## config.mk

```make
export PLATFORM = sky130hd
export DESIGN_NAME = led_seq_ctrl_flat
export DESIGN_NICKNAME = d
export VERILOG_FILES = /design/src/rtl/led_seq_ctrl_if.sv /design/src/rtl/led_seq_ctrl.sv /design/src/flat_wrapper.sv
export SDC_FILE = /design/constraint.sdc
export NUM_CORES = 1
export LEC_CHECK = 0
export CAP_MARGIN = 20
export CORE_MARGIN = 2
export CORE_UTILIZATION = 56
export DETAILED_ROUTE_END_ITERATION = 10
export PLACE_DENSITY = 0.84
export SLEW_MARGIN = 20
export SYNTH_ARGS = -nofsm -noshare
export SYNTH_HDL_FRONTEND = slang
export SYNTH_SLANG_ARGS = --single-unit
```

## constraint.sdc

```tcl
create_clock -name clk -period 3.2 [get_ports clk]
set_input_delay 0.32 -clock clk [delete_from_list [all_inputs] [get_ports clk]]
set_output_delay 0.32 -clock clk [all_outputs]
set_load 0.1 [all_outputs]
```

## src/rtl/led_seq_ctrl_if.sv

```systemverilog
// Control/status bundle between the LED sequencer and its driver.
// Optional LED_STEP_EN adds the single-step request line used while held.
interface led_seq_ctrl_if #(
  parameter int CNT_W = 24
);
  logic             en;
  logic             clr;
  logic [1:0]       mode;
  logic             dir;
  logic [CNT_W-1:0] div;
  logic [7:0]       q;
  logic             tick;
  logic             cycle_done;
  logic             busy;
`ifdef LED_STEP_EN
  logic             step;

  modport master (output en, clr, mode, dir, div, step,
                  input  q, tick, cycle_done, busy);
  modport slave  (input  en, clr, mode, dir, div, step,
                  output q, tick, cycle_done, busy);
`else
  modport master (output en, clr, mode, dir, div,
                  input  q, tick, cycle_done, busy);
  modport slave  (input  en, clr, mode, dir, div,
                  output q, tick, cycle_done, busy);
`endif
endinterface

```

## src/rtl/led_seq_ctrl.sv

```systemverilog
// LED pattern sequencer: prescaled stepping of FILL/RUN/BOUNCE/BLINK under an IDLE/RUN/HOLD FSM.
// Define LED_STEP_EN to allow single-stepping the pattern from HOLD via bus.step.
module led_seq_ctrl #(
  parameter int CNT_W = 24
) (
  input  logic          clk,
  input  logic          rs_n,
  led_seq_ctrl_if.slave bus
);
  typedef enum logic [1:0] {S_IDLE, S_RUN, S_HOLD} state_t;

  state_t           st_q;
  logic [CNT_W-1:0] cnt_q;
  logic [3:0]       stp_q;
  logic [7:0]       pat_q;
  logic [1:0]       mode_q;
  logic             bflag_q;
  logic             tick_q;
  logic             done_q;
  logic             busy_q;

  logic [7:0] pat_d;
  logic [3:0] stp_d;
  logic [1:0] mode_d;
  logic       bflag_d;
  logic       done_d;
  logic [3:0] last_stp;
  logic [7:0] seed;
  logic       adv_hold;

  function automatic logic [7:0] seed_of(input logic [1:0] m, input logic d);
    logic [7:0] s;
    case (m)
      2'd1:    s = d ? 8'h80 : 8'h01;
      2'd2:    s = 8'h01;
      default: s = 8'h00;
    endcase
    return s;
  endfunction

  // Result of one pattern advance, shared by prescaler ticks and HOLD single-steps.
  always_comb begin
    seed    = seed_of(bus.mode, bus.dir);
    pat_d   = pat_q;
    stp_d   = stp_q;
    mode_d  = mode_q;
    bflag_d = bflag_q;
    done_d  = 1'b0;
    case (mode_q)
      2'd0:    last_stp = 4'd15;
      2'd1:    last_stp = 4'd7;
      2'd2:    last_stp = 4'd13;
      default: last_stp = 4'd1;
    endcase
    if (bus.mode != mode_q) begin
      mode_d  = bus.mode;
      pat_d   = seed;
      stp_d   = 4'd0;
      bflag_d = 1'b0;
    end else begin
      done_d = (stp_q == last_stp);
      stp_d  = (stp_q == last_stp) ? 4'd0 : stp_q + 4'd1;
      case (mode_q)
        2'd0: pat_d = bus.dir ? {~pat_q[0], pat_q[7:1]} : {pat_q[6:0], ~pat_q[7]};
        2'd1: pat_d = bus.dir ? {pat_q[0], pat_q[7:1]} : {pat_q[6:0], pat_q[7]};
        2'd2: begin
          // bflag_q=0 travels toward MSB; it flips once the bit lands on an end.
          if (!bflag_q) begin
            pat_d   = {pat_q[6:0], 1'b0};
            bflag_d = pat_d[7];
          end else begin
            pat_d   = {1'b0, pat_q[7:1]};
            bflag_d = ~pat_d[0];
          end
        end
        default: pat_d = ~pat_q;
      endcase
    end
  end

`ifdef LED_STEP_EN
  logic step_prev_q;

  always_ff @(posedge clk or negedge rs_n) begin
    if (!rs_n) step_prev_q <= 1'b0;
    else       step_prev_q <= bus.step;
  end

  assign adv_hold = bus.step & ~step_prev_q;
`else
  assign adv_hold = 1'b0;
`endif

  always_ff @(posedge clk or negedge rs_n) begin
    if (!rs_n) begin
      st_q    <= S_IDLE;
      cnt_q   <= '0;
      stp_q   <= 4'd0;
      pat_q   <= 8'h00;
      mode_q  <= 2'd0;
      bflag_q <= 1'b0;
      tick_q  <= 1'b0;
      done_q  <= 1'b0;
      busy_q  <= 1'b0;
    end else begin
      tick_q <= 1'b0;
      done_q <= 1'b0;
      if (bus.clr) begin
        st_q    <= S_IDLE;
        cnt_q   <= '0;
        stp_q   <= 4'd0;
        pat_q   <= 8'h00;
        bflag_q <= 1'b0;
        busy_q  <= 1'b0;
      end else begin
        case (st_q)
          S_IDLE: begin
            if (bus.en) begin
              st_q    <= S_RUN;
              busy_q  <= 1'b1;
              pat_q   <= seed;
              mode_q  <= bus.mode;
              stp_q   <= 4'd0;
              cnt_q   <= '0;
              bflag_q <= 1'b0;
            end
          end
          S_RUN: begin
            if (!bus.en) begin
              st_q   <= S_HOLD;
              busy_q <= 1'b0;
            end else if (cnt_q >= bus.div) begin
              cnt_q   <= '0;
              tick_q  <= 1'b1;
              done_q  <= done_d;
              pat_q   <= pat_d;
              stp_q   <= stp_d;
              mode_q  <= mode_d;
              bflag_q <= bflag_d;
            end else begin
              cnt_q <= cnt_q + 1'b1;
            end
          end
          S_HOLD: begin
            if (adv_hold) begin
              tick_q  <= 1'b1;
              done_q  <= done_d;
              pat_q   <= pat_d;
              stp_q   <= stp_d;
              mode_q  <= mode_d;
              bflag_q <= bflag_d;
            end
            if (bus.en) begin
              st_q   <= S_RUN;
              busy_q <= 1'b1;
            end
          end
          default: begin
            st_q   <= S_IDLE;
            busy_q <= 1'b0;
          end
        endcase
      end
    end
  end

  assign bus.q          = pat_q;
  assign bus.tick       = tick_q;
  assign bus.cycle_done = done_q;
  assign bus.busy       = busy_q;
endmodule

```

## src/flat_wrapper.sv

```systemverilog
// flat-port wrapper written by rule: the top's interface ports become plain ports
module led_seq_ctrl_flat 
#(
  parameter int CNT_W = 24
)
  (clk, rs_n, bus_en, bus_clr, bus_mode, bus_dir, bus_div, bus_q, bus_tick, bus_cycle_done, bus_busy);
  led_seq_ctrl_if #(.CNT_W(CNT_W)) bus_i ();
  input  logic clk;
  input  logic rs_n;
  input wire logic [$bits(bus_i.en)-1:0] bus_en;
  input wire logic [$bits(bus_i.clr)-1:0] bus_clr;
  input wire logic [$bits(bus_i.mode)-1:0] bus_mode;
  input wire logic [$bits(bus_i.dir)-1:0] bus_dir;
  input wire logic [$bits(bus_i.div)-1:0] bus_div;
  output wire logic [$bits(bus_i.q)-1:0] bus_q;
  output wire logic [$bits(bus_i.tick)-1:0] bus_tick;
  output wire logic [$bits(bus_i.cycle_done)-1:0] bus_cycle_done;
  output wire logic [$bits(bus_i.busy)-1:0] bus_busy;
  assign bus_i.en = bus_en;
  assign bus_i.clr = bus_clr;
  assign bus_i.mode = bus_mode;
  assign bus_i.dir = bus_dir;
  assign bus_i.div = bus_div;
  assign bus_q = bus_i.q;
  assign bus_tick = bus_i.tick;
  assign bus_cycle_done = bus_i.cycle_done;
  assign bus_busy = bus_i.busy;
  led_seq_ctrl #(.CNT_W(CNT_W)) u_core (.clk(clk), .rs_n(rs_n), .bus(bus_i));
endmodule
```

==> flow_summary.yaml <==
sta:
  setup_viol: 0
  setup_ws_ns: 0.344
  fin_tns_setup_ns: 0
  fin_skew_ns: 0.00466
  final_hold_viol_count: 0
  slew_violations: 0
  rsz0062_at_grt: "false"
  maxSlewHeadroom_pct: 33.7
  post-route-period-util_pct: 89.2
  post-route-min-period_ns: 2.86
  max_freq_mhz: 350
  worst_slew_pin_slew_ns: 0.991
clocking:
  cts_tree: "yes"
  cts_hold_buf: 0
  clk_latency_ns: 0.30
  clock_path_buffers: 2
  clkTransAtPathRegs_ns: 0.09
  cts_sinks: 44
  clockRootBuffer: "clkbuf_8"
  post_cts_resized: 0
  post_cts_buffers: 0
  cts_max_level: 2
  cts_made_buffers: 5
floorplan:
  fp.dieW_um: 81.0
  initial_utilization_pct: 57.1
  fp-row-count: 28
  fp.dieArea_um2: 6560
  die_h_um: 81.0
  ios: 42
  core_um2: 5820
logic_synthesis:
  syn-instance-count: 384
  synth_fp_nets: 443
  syn_area_per_cell_um2: 8.64
  yosysSeqAreaShare_pct: 33.2
  ys_types: 49
  synth_edf_count: 0
  async_flop_share_pct: 100
  synth_ff_type: "dfrtp_1"
  yosys_warnings: 0
  ys_seq_elements: 44
  synth_area_um2: 3320
global_route:
  grt_usage_pct: 22.7
  grt_pass1_vias: 2735
  grt.overflow.total: 0
  antenna_found_initial: 0
  grt_pass1_wl_um: 11900
  grt_max_degree: 45
critical_path:
  critPathRequiredTime_ns: 3.37
  crit_path_start: "bus_div[23]"
  reg2regPathDepth: 9
  worst_path_largest_cell_delay_ns: 0.48
  crit_arrival_ns: 3.02
  slowest_stage: "nand2b_1"
  critPathCaptureType: "flop"
  r2r-start: "u_core.cnt_q[0]"
  critical_path.max_fanout: 17
  crit_chain: "clkdlybuf4s50_1 > inv_1 > ha_1 > nand4_2 > nor4_2 > nand4_1 > o211ai_4 > buf_4 > nand2b_1 > o21ai_0"
  r2r_setup_slack_ns: 0.37
  crit_cells: 10
  reg2reg_to: "u_core.bus.q[0]"
  cp_top_family: "simple AND/OR/NAND/NOR gates"
  endpoint: "u_core.cnt_q[3]"
  setup.worst_path.start_class: "input pin"
  cp.buffers_inverters: 3
  critical_path_class: "input pin to flop"
job:
  cap_viol_max_count: 0
detailed_routing:
  drtAntennaViolNets: 0
  wl_met1_um: 3230
  vias_per_cell: 5.82
  drc: 0
  top_layer_used: "met4"
  drt_pass1_iterations: 4
  drt_iter0_drc: 204
  drt_wl_total_um: 6980
  wl_met2_um: 3330
  avgRoutedWirePerCell_um: 14.1
  dr_wl_met3_um: 335
  vias: 2887
pwr:
  powerDensity_nw_per_um2: 319
  ir_worst_vdd_v: 0.000258
  leakage_nw: 1.79
finish:
  layout_common_cells: "dfrtp_1 (44), clkdlybuf4s50_1 (39), a21oi_1 (37)"
  final_common_cell: "dfrtp_1"
  area_growth_pct: 17.3
  layout.nets: 479
  drive_gt1_share_pct: 7.84
  antennaDiodeCount: 0
placed_design:
  dp_slack_ns: -0.128
  portBuffers: 41
  place.gp.congestion: 0.777
  dp_hpwl_um: 5060
hold_path:
  hp-class: "input pin to async pin"
run_status:
  status: "complete, no violations"
-- worst min path at each step --
stage	startpoint	end	slack, ns	cells after the start
floorplan	rs_n	u_core.bflag_q	0.02	0
global placement	u_core.st_q[0]	u_core.st_q[0]	0.52	1
detailed placement	u_core.bus.busy	u_core.bus.busy	0.53	2
CTS	rs_n	u_core.bus.q[3]	0.23	1
global route	rs_n	u_core.bus.q[5]	0.06	1
finish	rs_n	u_core.bus.q[4]	0.001	1
-- routing by layer --
metal	up-vias	GRT usage, %
met2	78	38.9
met5	-	0
li1	1443	-
met1	1356	30.3
met4	0	6.61
met3	10	2.67
-- area by class of cell --
class	instances	area, µm²
Sequential cell	44	1100
Fill cell	482	1920
Clock inverter	1	7.51
Tap cell	75	93.8
Multi-Input combinational cell	293	2030
Timing Repair Buffer	46	455
Clock buffer	7	86.3
Inverter	30	113
-- flip-flops by register name, summed over array words and instances (netlist names) --
name,cells
u_core.cnt_q,24
u_core.bus.q,8
u_core.stp_q,4
u_core.mode_q,2
u_core.st_q,2
u_core.bflag_q,1
u_core.bus.busy,1
u_core.bus.cycle_done,1
u_core.bus.tick,1
-- cells by family (layout without fill, tap and decap cells) --
group,after synthesis,count (layout),share of synthesized area (%)
flip-flops,44,44,33.2
adder cells (fa/ha/maj),28,28,10.6
AND/OR/NAND/NOR,139,139,21.0
multiplexers,19,19,6.86
XOR/XNOR,15,15,3.96
buffers and inverters,47,84,5.66
AO/OA/AOI/OAI,92,92,18.7
-- power by group --
group,leakage [nW],internal (mW),switching (mW)
clock,0.0445,0.176,0.200
sequential,0.607,0.566,0.0461
combinational,1.14,0.119,0.134
-- Yosys cell counts, drive strengths merged (4+ instances only) --
library cell / count / area share, %
nor4: 4 / 0.94
dfrtp: 44 / 33
inv: 30 / 3.4
nor2b: 11 / 2.1
a211oi: 8 / 1.8
nand2: 30 / 3.4
mux2i: 7 / 2.1
buf: 6 / 1.0
nand4: 8 / 1.7
and3: 9 / 1.7
clkbuf: 11 / 1.2
a21oi: 37 / 5.6
a22o: 9 / 2.4
nand2b: 6 / 1.1
ha: 28 / 11
xor2: 6 / 1.6
o21ai: 7 / 1.2
a21o: 4 / 0.91
xnor2: 9 / 2.4
o31ai: 12 / 2.7
nor3: 13 / 2.0
nand3: 12 / 1.8
nor2: 35 / 4.0
mux2: 12 / 4.8
-- stage by stage --
stage / total power [mW] / util, % / cell area (µm²) / hold WS [ns] / std cells
final: 1.24 / 66.9 / 3890 / 0.000996 / 496
after detailed placement: 0.876 / 65.2 / 3790 / 0.532 / 488
after global routing: 1.30 / 66.9 / 3890 / 0.0647 / 496
after CTS: 1.25 / 66.8 / 3880 / 0.227 / 496
after floorplan: 0.786 / - / 3320 / 0.0244 / 384
after global placement: 0.867 / 65.2 / 3790 / 0.520 / 488
(Power assumes the default switching activity.)
